$ cat config.mk
export PLATFORM = sky130hd
export DESIGN_NAME = mm_codebreaker
export DESIGN_NICKNAME = d
export VERILOG_FILES = /design/src/rtl/mm_pkg.sv /design/src/rtl/mm_history.sv /design/src/rtl/mm_codebreaker.sv
export SDC_FILE = /design/constraint.sdc
export NUM_CORES = 1
export LEC_CHECK = 0
export ABC_AREA = 1
export CAP_MARGIN = 20
export CORE_ASPECT_RATIO = 1.4
export CORE_MARGIN = 2
export CORE_UTILIZATION = 40
export DETAILED_ROUTE_END_ITERATION = 12
export PLACE_DENSITY = 0.66
export REMOVE_ABC_BUFFERS = 1
export SLEW_MARGIN = 15
export SYNTH_ARGS = -nofsm -noshare
export SYNTH_HDL_FRONTEND = slang
export SYNTH_HIERARCHICAL = 1
export SYNTH_SLANG_ARGS = --single-unit
$ cat constraint.sdc
create_clock -name clock -period 8.8 [get_ports clock]
set_input_delay 2.2 -clock clock [delete_from_list [all_inputs] [get_ports clock]]
set_output_delay 2.2 -clock clock [all_outputs]
set_load 0.03 [all_outputs]
$ cat src/rtl/mm_pkg.sv
// Shared types and scoring helpers for the Mastermind codebreaker.
// Codes are four 3-bit colour digits, digit 0 in the least significant bits.
package mm_pkg;

  localparam int CODE_W  = 12;
  localparam int COLOR_W = 3;
  localparam int NPOS    = 4;
  localparam int NCOLOR  = 8;

  localparam logic [COLOR_W-1:0] FB_RED   = 3'o7;
  localparam logic [COLOR_W-1:0] FB_WHITE = 3'o1;
  localparam logic [COLOR_W-1:0] FB_NONE  = 3'o0;

  typedef enum logic [2:0] {
    ST_IDLE,
    ST_START,
    ST_SEARCH,
    ST_ISSUE,
    ST_WAIT,
    ST_DONE
  } state_t;

  typedef struct packed {
    logic [2:0] red;
    logic [2:0] white;
  } score_t;

  typedef struct packed {
    logic [CODE_W-1:0] guess;
    logic [2:0]        red;
    logic [2:0]        white;
  } hist_entry_t;

  // Grader: red = exact position matches; white = colour overlap minus red.
  function automatic score_t grade(input logic [CODE_W-1:0] a, input logic [CODE_W-1:0] b);
    score_t     s;
    logic [2:0] cnt_a;
    logic [2:0] cnt_b;
    logic [2:0] overlap;
    s.red   = '0;
    overlap = '0;
    for (int p = 0; p < NPOS; p++) begin
      if (a[p*COLOR_W +: COLOR_W] == b[p*COLOR_W +: COLOR_W]) s.red = s.red + 3'd1;
    end
    for (int c = 0; c < NCOLOR; c++) begin
      cnt_a = '0;
      cnt_b = '0;
      for (int p = 0; p < NPOS; p++) begin
        if (a[p*COLOR_W +: COLOR_W] == COLOR_W'(c)) cnt_a = cnt_a + 3'd1;
        if (b[p*COLOR_W +: COLOR_W] == COLOR_W'(c)) cnt_b = cnt_b + 3'd1;
      end
      overlap = overlap + ((cnt_a < cnt_b) ? cnt_a : cnt_b);
    end
    s.white = overlap - s.red;
    return s;
  endfunction

  // The game reports pegs in arbitrary slots, so only the counts matter.
  function automatic score_t decode_feedback(input logic [COLOR_W-1:0] f0,
                                             input logic [COLOR_W-1:0] f1,
                                             input logic [COLOR_W-1:0] f2,
                                             input logic [COLOR_W-1:0] f3);
    score_t                         s;
    logic [NPOS-1:0][COLOR_W-1:0]   fb;
    fb      = {f3, f2, f1, f0};
    s.red   = '0;
    s.white = '0;
    for (int p = 0; p < NPOS; p++) begin
      case (fb[p])
        FB_RED:   s.red   = s.red + 3'd1;
        FB_WHITE: s.white = s.white + 3'd1;
        FB_NONE:  ;
        default:  ;
      endcase
    end
    return s;
  endfunction

endpackage

$ cat src/rtl/mm_history.sv
// Register file of graded guesses; writes append at the current count.
// Reads are combinational so the search can check one entry per cycle.
module mm_history
  import mm_pkg::*;
#(
  parameter int DEPTH = 10,
  parameter int CNT_W = 4
) (
  input  logic             clock,
  input  logic             reset,
  input  logic             clr,
  input  logic             wr_en,
  input  hist_entry_t      wr_data,
  input  logic [CNT_W-1:0] rd_idx,
  output hist_entry_t      rd_data,
  output logic [CNT_W-1:0] count
);

  hist_entry_t      entry_q [DEPTH];
  hist_entry_t      entry_d [DEPTH];
  logic [DEPTH-1:0] valid_q;
  logic [DEPTH-1:0] valid_d;
  logic [CNT_W-1:0] count_q;
  logic [CNT_W-1:0] count_d;

  for (genvar gi = 0; gi < DEPTH; gi++) begin : g_entry
    logic hit;
    assign hit          = wr_en && (count_q == CNT_W'(gi));
    assign entry_d[gi]  = hit ? wr_data : entry_q[gi];
    assign valid_d[gi]  = !clr && (valid_q[gi] || hit);
  end

  always_comb begin
    count_d = count_q;
    if (clr) begin
      count_d = '0;
    end else if (wr_en && (count_q < CNT_W'(DEPTH))) begin
      count_d = count_q + CNT_W'(1);
    end
  end

  always_comb begin
    rd_data = '0;
    for (int i = 0; i < DEPTH; i++) begin
      if (valid_q[i] && (rd_idx == CNT_W'(i))) rd_data = entry_q[i];
    end
  end

  always_ff @(posedge clock or negedge reset) begin
    if (!reset) begin
      for (int i = 0; i < DEPTH; i++) entry_q[i] <= '0;
      valid_q <= '0;
      count_q <= '0;
    end else begin
      entry_q <= entry_d;
      valid_q <= valid_d;
      count_q <= count_d;
    end
  end

  assign count = count_q;

endmodule

$ cat src/rtl/mm_codebreaker.sv
// Automatic Mastermind player: proposes the first code consistent with all
// feedback so far, retrying grade_it when the game does not answer.
module mm_codebreaker
  import mm_pkg::*;
#(
  parameter logic [CODE_W-1:0] FIRST_GUESS  = 12'o0011,
  parameter int                MAX_GUESS    = 10,
  parameter int                RESP_TIMEOUT = 4
) (
  input  logic              clock,
  input  logic              reset,
  input  logic              go,
  output logic              start_game,
  output logic              grade_it,
  output logic [CODE_W-1:0] guess,
  input  logic [2:0]        feedback0,
  input  logic [2:0]        feedback1,
  input  logic [2:0]        feedback2,
  input  logic [2:0]        feedback3,
  input  logic [3:0]        round_number,
  input  logic              won,
  input  logic              lost,
  output logic              busy,
  output logic              solved,
  output logic              failed,
  output logic [3:0]        guesses_used
);

  localparam int CNT_W = 4;
  localparam int TMR_W = $clog2(RESP_TIMEOUT + 1);

  state_t            state_q, state_d;
  logic [CODE_W-1:0] cand_q, cand_d;
  logic [CODE_W-1:0] guess_q, guess_d;
  logic [CODE_W:0]   examined_q, examined_d;
  logic [CNT_W-1:0]  idx_q, idx_d;
  logic [3:0]        round_cap_q, round_cap_d;
  logic [TMR_W-1:0]  timer_q, timer_d;
  logic              start_game_q, start_game_d;
  logic              grade_it_q, grade_it_d;
  logic              busy_q, busy_d;
  logic              solved_q, solved_d;
  logic              failed_q, failed_d;

  logic              hist_clr;
  logic              hist_wr;
  hist_entry_t       hist_wr_data;
  hist_entry_t       hist_rd_data;
  logic [CNT_W-1:0]  hist_count;
  score_t            cand_score;
  score_t            fb_score;
  logic              response;
  logic              cand_ok;

  mm_history #(
    .DEPTH (MAX_GUESS),
    .CNT_W (CNT_W)
  ) u_history (
    .clock   (clock),
    .reset   (reset),
    .clr     (hist_clr),
    .wr_en   (hist_wr),
    .wr_data (hist_wr_data),
    .rd_idx  (idx_q),
    .rd_data (hist_rd_data),
    .count   (hist_count)
  );

  assign cand_score   = grade(cand_q, hist_rd_data.guess);
  assign cand_ok      = (cand_score.red == hist_rd_data.red) && (cand_score.white == hist_rd_data.white);
  assign fb_score     = decode_feedback(feedback0, feedback1, feedback2, feedback3);
  assign response     = (round_number != round_cap_q) || won || lost;
  assign hist_wr_data = {guess_q, fb_score.red, fb_score.white};

  always_comb begin
    state_d     = state_q;
    cand_d      = cand_q;
    guess_d     = guess_q;
    examined_d  = examined_q;
    idx_d       = idx_q;
    round_cap_d = round_cap_q;
    timer_d     = timer_q;
    solved_d    = solved_q;
    failed_d    = failed_q;
    hist_clr    = 1'b0;
    hist_wr     = 1'b0;

    case (state_q)
      ST_IDLE, ST_DONE: begin
        if (go) begin
          state_d    = ST_START;
          hist_clr   = 1'b1;
          cand_d     = FIRST_GUESS;
          examined_d = '0;
          idx_d      = '0;
          solved_d   = 1'b0;
          failed_d   = 1'b0;
        end
      end
      ST_START: state_d = ST_SEARCH;
      ST_SEARCH: begin
        // The MSB of examined flags that every code has been tried once.
        if (examined_q[CODE_W]) begin
          failed_d = 1'b1;
          state_d  = ST_DONE;
        end else if (idx_q == hist_count) begin
          guess_d     = cand_q;
          round_cap_d = round_number;
          state_d     = ST_ISSUE;
        end else if (cand_ok) begin
          idx_d = idx_q + CNT_W'(1);
        end else begin
          cand_d     = cand_q + CODE_W'(1);
          examined_d = examined_q + (CODE_W+1)'(1);
          idx_d      = '0;
        end
      end
      ST_ISSUE: begin
        state_d = ST_WAIT;
        timer_d = '0;
      end
      ST_WAIT: begin
        if (response) begin
          if (won) begin
            solved_d = 1'b1;
            state_d  = ST_DONE;
          end else if (lost) begin
            failed_d = 1'b1;
            state_d  = ST_DONE;
          end else begin
            hist_wr = 1'b1;
            if (hist_count == CNT_W'(MAX_GUESS - 1)) begin
              failed_d = 1'b1;
              state_d  = ST_DONE;
            end else begin
              cand_d     = cand_q + CODE_W'(1);
              examined_d = examined_q + (CODE_W+1)'(1);
              idx_d      = '0;
              state_d    = ST_SEARCH;
            end
          end
        end else if (timer_q == TMR_W'(RESP_TIMEOUT - 1)) begin
          state_d = ST_ISSUE;
        end else begin
          timer_d = timer_q + TMR_W'(1);
        end
      end
      default: state_d = ST_IDLE;
    endcase

    start_game_d = (state_d == ST_START);
    grade_it_d   = (state_d == ST_ISSUE);
    busy_d       = (state_d != ST_IDLE) && (state_d != ST_DONE);
  end

  always_ff @(posedge clock or negedge reset) begin
    if (!reset) begin
      state_q      <= ST_IDLE;
      cand_q       <= FIRST_GUESS;
      guess_q      <= '0;
      examined_q   <= '0;
      idx_q        <= '0;
      round_cap_q  <= '0;
      timer_q      <= '0;
      start_game_q <= 1'b0;
      grade_it_q   <= 1'b0;
      busy_q       <= 1'b0;
      solved_q     <= 1'b0;
      failed_q     <= 1'b0;
    end else begin
      state_q      <= state_d;
      cand_q       <= cand_d;
      guess_q      <= guess_d;
      examined_q   <= examined_d;
      idx_q        <= idx_d;
      round_cap_q  <= round_cap_d;
      timer_q      <= timer_d;
      start_game_q <= start_game_d;
      grade_it_q   <= grade_it_d;
      busy_q       <= busy_d;
      solved_q     <= solved_d;
      failed_q     <= failed_d;
    end
  end

  assign start_game   = start_game_q;
  assign grade_it     = grade_it_q;
  assign guess        = guess_q;
  assign busy         = busy_q;
  assign solved       = solved_q;
  assign failed       = failed_q;
  assign guesses_used = hist_count;

endmodule

==> impl_summary.log <==
INFO  metric outcome = finished, final reports clean
INFO  metric clock_tree_root_buffer_cell = sky130_fd_sc_hd__clkbuf_16
INFO  metric totalWireLength = 41020 um
INFO  metric grtUsageMet2 = 36.30%
INFO  metric drc = 0
INFO  metric crit_slowest_cell = sky130_fd_sc_hd__dfrtp_1
INFO  metric required_worst_endpoint = 9.26 ns
INFO  metric die_w = 171.4 um
INFO  metric antenna-diode-count = 0
INFO  metric design.die.area = 40880 sq um
INFO  metric dp.final_hpwl = 29690 um
INFO  metric firstDrtPassIters = 5
INFO  metric worstHoldPathType = flop to flop
INFO  metric power.density_cell_area = 235.0 nW/um^2
INFO  metric critPathMaxFanout = 27
INFO  metric setup_total_negative_slack = 0 ns
INFO  metric cts_setup_buffers = 0
INFO  metric ir_worst_vdd = 0.0001915 V
INFO  metric port_buffers = 41
INFO  metric pin_count = 42
INFO  metric holdBufCountCts = 0
INFO  metric grt_usage = 20.62%
INFO  metric synthCells = 2028
INFO  metric multi_input_comb_area = 8149 sq um
INFO  metric fp.coreArea = 38610 sq um
INFO  metric worst_path_most_repeated_cell = sky130_fd_sc_hd__inv_1
INFO  metric layout-area-overhead-vs-synth = 11.37%
INFO  metric pin_count_of_the_biggest_net_entering_global_routing = 180
INFO  metric drv_cap = 0
INFO  metric start_util = 40.67%
INFO  metric sequential_cell_area = 6259 sq um
INFO  metric routed_via_density = 5.180
INFO  metric core.rowCount = 85
INFO  metric global_route.peak_usage_layer = met2
INFO  metric seq_area_frac_synth = 39.86%
INFO  metric hold-worst-slack = 0.4832 ns
INFO  metric syn_area_per_cell = 7.742 sq um
INFO  metric numCtsBuffers = 25
INFO  metric clock_sink_count = 250
INFO  metric postCtsResizedCells = 0
INFO  metric overflow = 0
INFO  metric cts_tree = yes
INFO  metric crit_type = flop to flop
INFO  metric n_fill_cell = 3692
INFO  metric synth-seq-cells = 250
INFO  metric post-route-min-period = 7.850 ns
INFO  metric slew_violations = 0
INFO  metric startpoint_type = flop
INFO  metric finalHoldViolations = 0
INFO  metric syn-cell-area = 15700 sq um
INFO  metric clkSlewWorstSetupHoldPaths = 0.06 ns
INFO  metric cp.arrival = 8.31 ns
INFO  metric ys_warn_count = 6
INFO  metric leakage = 8.085 nW
INFO  metric number_of_nets_with_antenna_violations_after_routing = 0
INFO  metric clk_buf_depth = 3
INFO  metric synth_cell_type_count = 50
INFO  metric first_global_vias = 13324
INFO  metric max_slew.worst_pin.slew = 1.077 ns
INFO  metric post_drt_wl_per_cell = 15.84 um
INFO  metric finClkSkew = 0.01566 ns
INFO  metric htree_num_levels = 1
INFO  metric finish.net_count = 2178
INFO  metric grt_setup_unrepaired = no
INFO  metric clock.fmax = 127.4 MHz
INFO  metric grtUsageMet1 = 24.24%
INFO  metric drtIter0Drc = 1061
INFO  metric setup-violations-final = 0
INFO  metric share_of_cells_above_drive_strength_1 = 6.286%
INFO  metric first_pass_grt_wire_length = 67410 um
INFO  metric r2r_slack = 0.95 ns
INFO  metric critPathMaxStageDelay = 0.65 ns
INFO  metric via_count = 13415
INFO  metric antenna_found_initial = 0
INFO  metric cp-end-kind = flop
INFO  metric chipHeight = 238.4 um
INFO  metric globalRouteMet3Util = 2.123%
INFO  metric insertion_delay = 0.54 ns
INFO  metric timing.slew.headroom = 28.19%
INFO  metric period_share = 89.21%
INFO  metric finalWeightedCongestion = 0.9262
## per-stage QoR
step	std cells	setup WS [ns]	area, sq um	power, mW	utilization, %
6_report	2590	0.9498	17490	4.110	45.30
5_1_grt	2590	0.1679	17490	4.437	45.30
4_1_cts	2589	0.9279	17470	4.136	45.24
3_5_place_dp	2544	0.9566	16630	3.034	43.07
3_3_place_gp	2544	1.097	16630	2.974	43.07
2_1_floorplan	1953	1.088	15330	2.543	-
## synth_stat cells (all sizes together)
library cell,instances,share of area [%]
nand2,579,14
dfrtp,248,40
inv,247,5.9
o21ai,234,7.5
nor2,128,3.3
ha,98,7.8
nand4,98,3.9
xor2,71,4.0
nand3,63,2.2
a21oi,51,1.6
nor3,48,1.8
clkbuf,43,1.0
buf,32,1.3
xnor2,26,1.6
mux2,14,1.0
fa,9,1.1
o21bai,9,0.43
mux2i,8,0.51
nand3b,3,0.14
nor3b,3,0.22
or2,3,0.12
clkinv,2,0.048
dfstp,2,0.33
a31oi,1,0.040
a32o,1,0.064
and3,1,0.040
nor4,1,0.14
o2111ai,1,0.056
o211ai,1,0.048
o21a,1,0.048
o221ai,1,0.056
or3b,1,0.056
## kinds of logic after synthesis
logic type | synth area share [%]
AND/OR/NAND/NOR | 25.91
flip-flops | 39.86
XOR/XNOR | 5.626
buffers and inverters | 8.303
AO/OA/AOI/OAI | 9.825
multiplexers | 1.514
adder cells (fa/ha/maj) | 8.957
## state kept, by name (all words and copies together), names as in the netlist, 4 cells and up
signal             count
guess                 12
examined_q            13
u_history/valid_q     10
round_cap_q            4
idx_q                  4
u_history/count        4
u_history/entry_q    180
cand_q                12
## routing by layer
metal  vias to the layer above  share of wire, %
met5                         -                 0
met4                         0               5.6
met3                       124               3.9
met2                       377                51
met1                      6327                40
li1                       6587                 -
## worst max-delay path, delay by kind of cell (launching register included)
family | cells | cell delay (ns)
AO/OA/AOI/OAI | 4 | 0.56
XOR/XNOR | 3 | 0.58
adder cells (fa/ha/maj) | 7 | 2.61
buffers and inverters | 6 | 0.74
flip-flops | 1 | 0.65
multiplexers | 1 | 0.19
AND/OR/NAND/NOR | 13 | 2.42
## power breakdown
part	switching (mW)	internal, mW
Combinational	1.09	0.598
Clock	0.460	0.631
Sequential	0.0979	1.24
## path summary, 6_finish.rpt
check                          from       end  cells past startpoint
max in group asynchronous     reset  guess[6]                      2
hold reg to reg              solved    solved                      2
setup reg to reg           idx_q[1]  idx_q[3]                     34
setup / recovery           idx_q[1]  idx_q[3]                     34
min in group asynchronous     reset  guess[5]                      1
hold / removal               solved    solved                      2
## layout make-up
class / count / area share, %
multi-input cells: 1454 / 46.60
flip-flops and latches: 250 / 35.79
inverters: 249 / 5.345
clock buffers: 38 / 4.372
repair buffers: 70 / 3.735
well taps: 522 / 3.735
clock inverters: 7 / 0.4222
## cells in the final DEF, fill, tap and decap left out, types with 2 or more instances in the layout
master and n:
sky130_fd_sc_hd__nand2_1 573, sky130_fd_sc_hd__dfrtp_1 248, sky130_fd_sc_hd__inv_1 237, sky130_fd_sc_hd__o21ai_0 234, sky130_fd_sc_hd__nor2_1 119, sky130_fd_sc_hd__ha_1 98, sky130_fd_sc_hd__nand4_1 97, sky130_fd_sc_hd__xor2_1 70
sky130_fd_sc_hd__nand3_1 59, sky130_fd_sc_hd__a21oi_1 51, sky130_fd_sc_hd__nor3_1 44, sky130_fd_sc_hd__clkdlybuf4s50_1 40, sky130_fd_sc_hd__buf_4 27, sky130_fd_sc_hd__clkbuf_16 25, sky130_fd_sc_hd__xnor2_1 24, sky130_fd_sc_hd__mux2_2 14
sky130_fd_sc_hd__inv_2 10, sky130_fd_sc_hd__o21bai_1 9, sky130_fd_sc_hd__fa_1 9, sky130_fd_sc_hd__clkbuf_8 9, sky130_fd_sc_hd__mux2i_1 8, sky130_fd_sc_hd__nor2_4 6, sky130_fd_sc_hd__nand2_2 5, sky130_fd_sc_hd__clkbuf_1 4
sky130_fd_sc_hd__nand3_2 3, sky130_fd_sc_hd__or2_2 3, sky130_fd_sc_hd__nor2_2 3, sky130_fd_sc_hd__nand3b_1 3, sky130_fd_sc_hd__clkinv_2 3, sky130_fd_sc_hd__nor3_4 3, sky130_fd_sc_hd__clkinv_1 2, sky130_fd_sc_hd__nor3b_1 2
sky130_fd_sc_hd__dfstp_2 2, sky130_fd_sc_hd__inv_6 2, sky130_fd_sc_hd__buf_8 2
No activity file was read; power rests on OpenSTA's default activity.
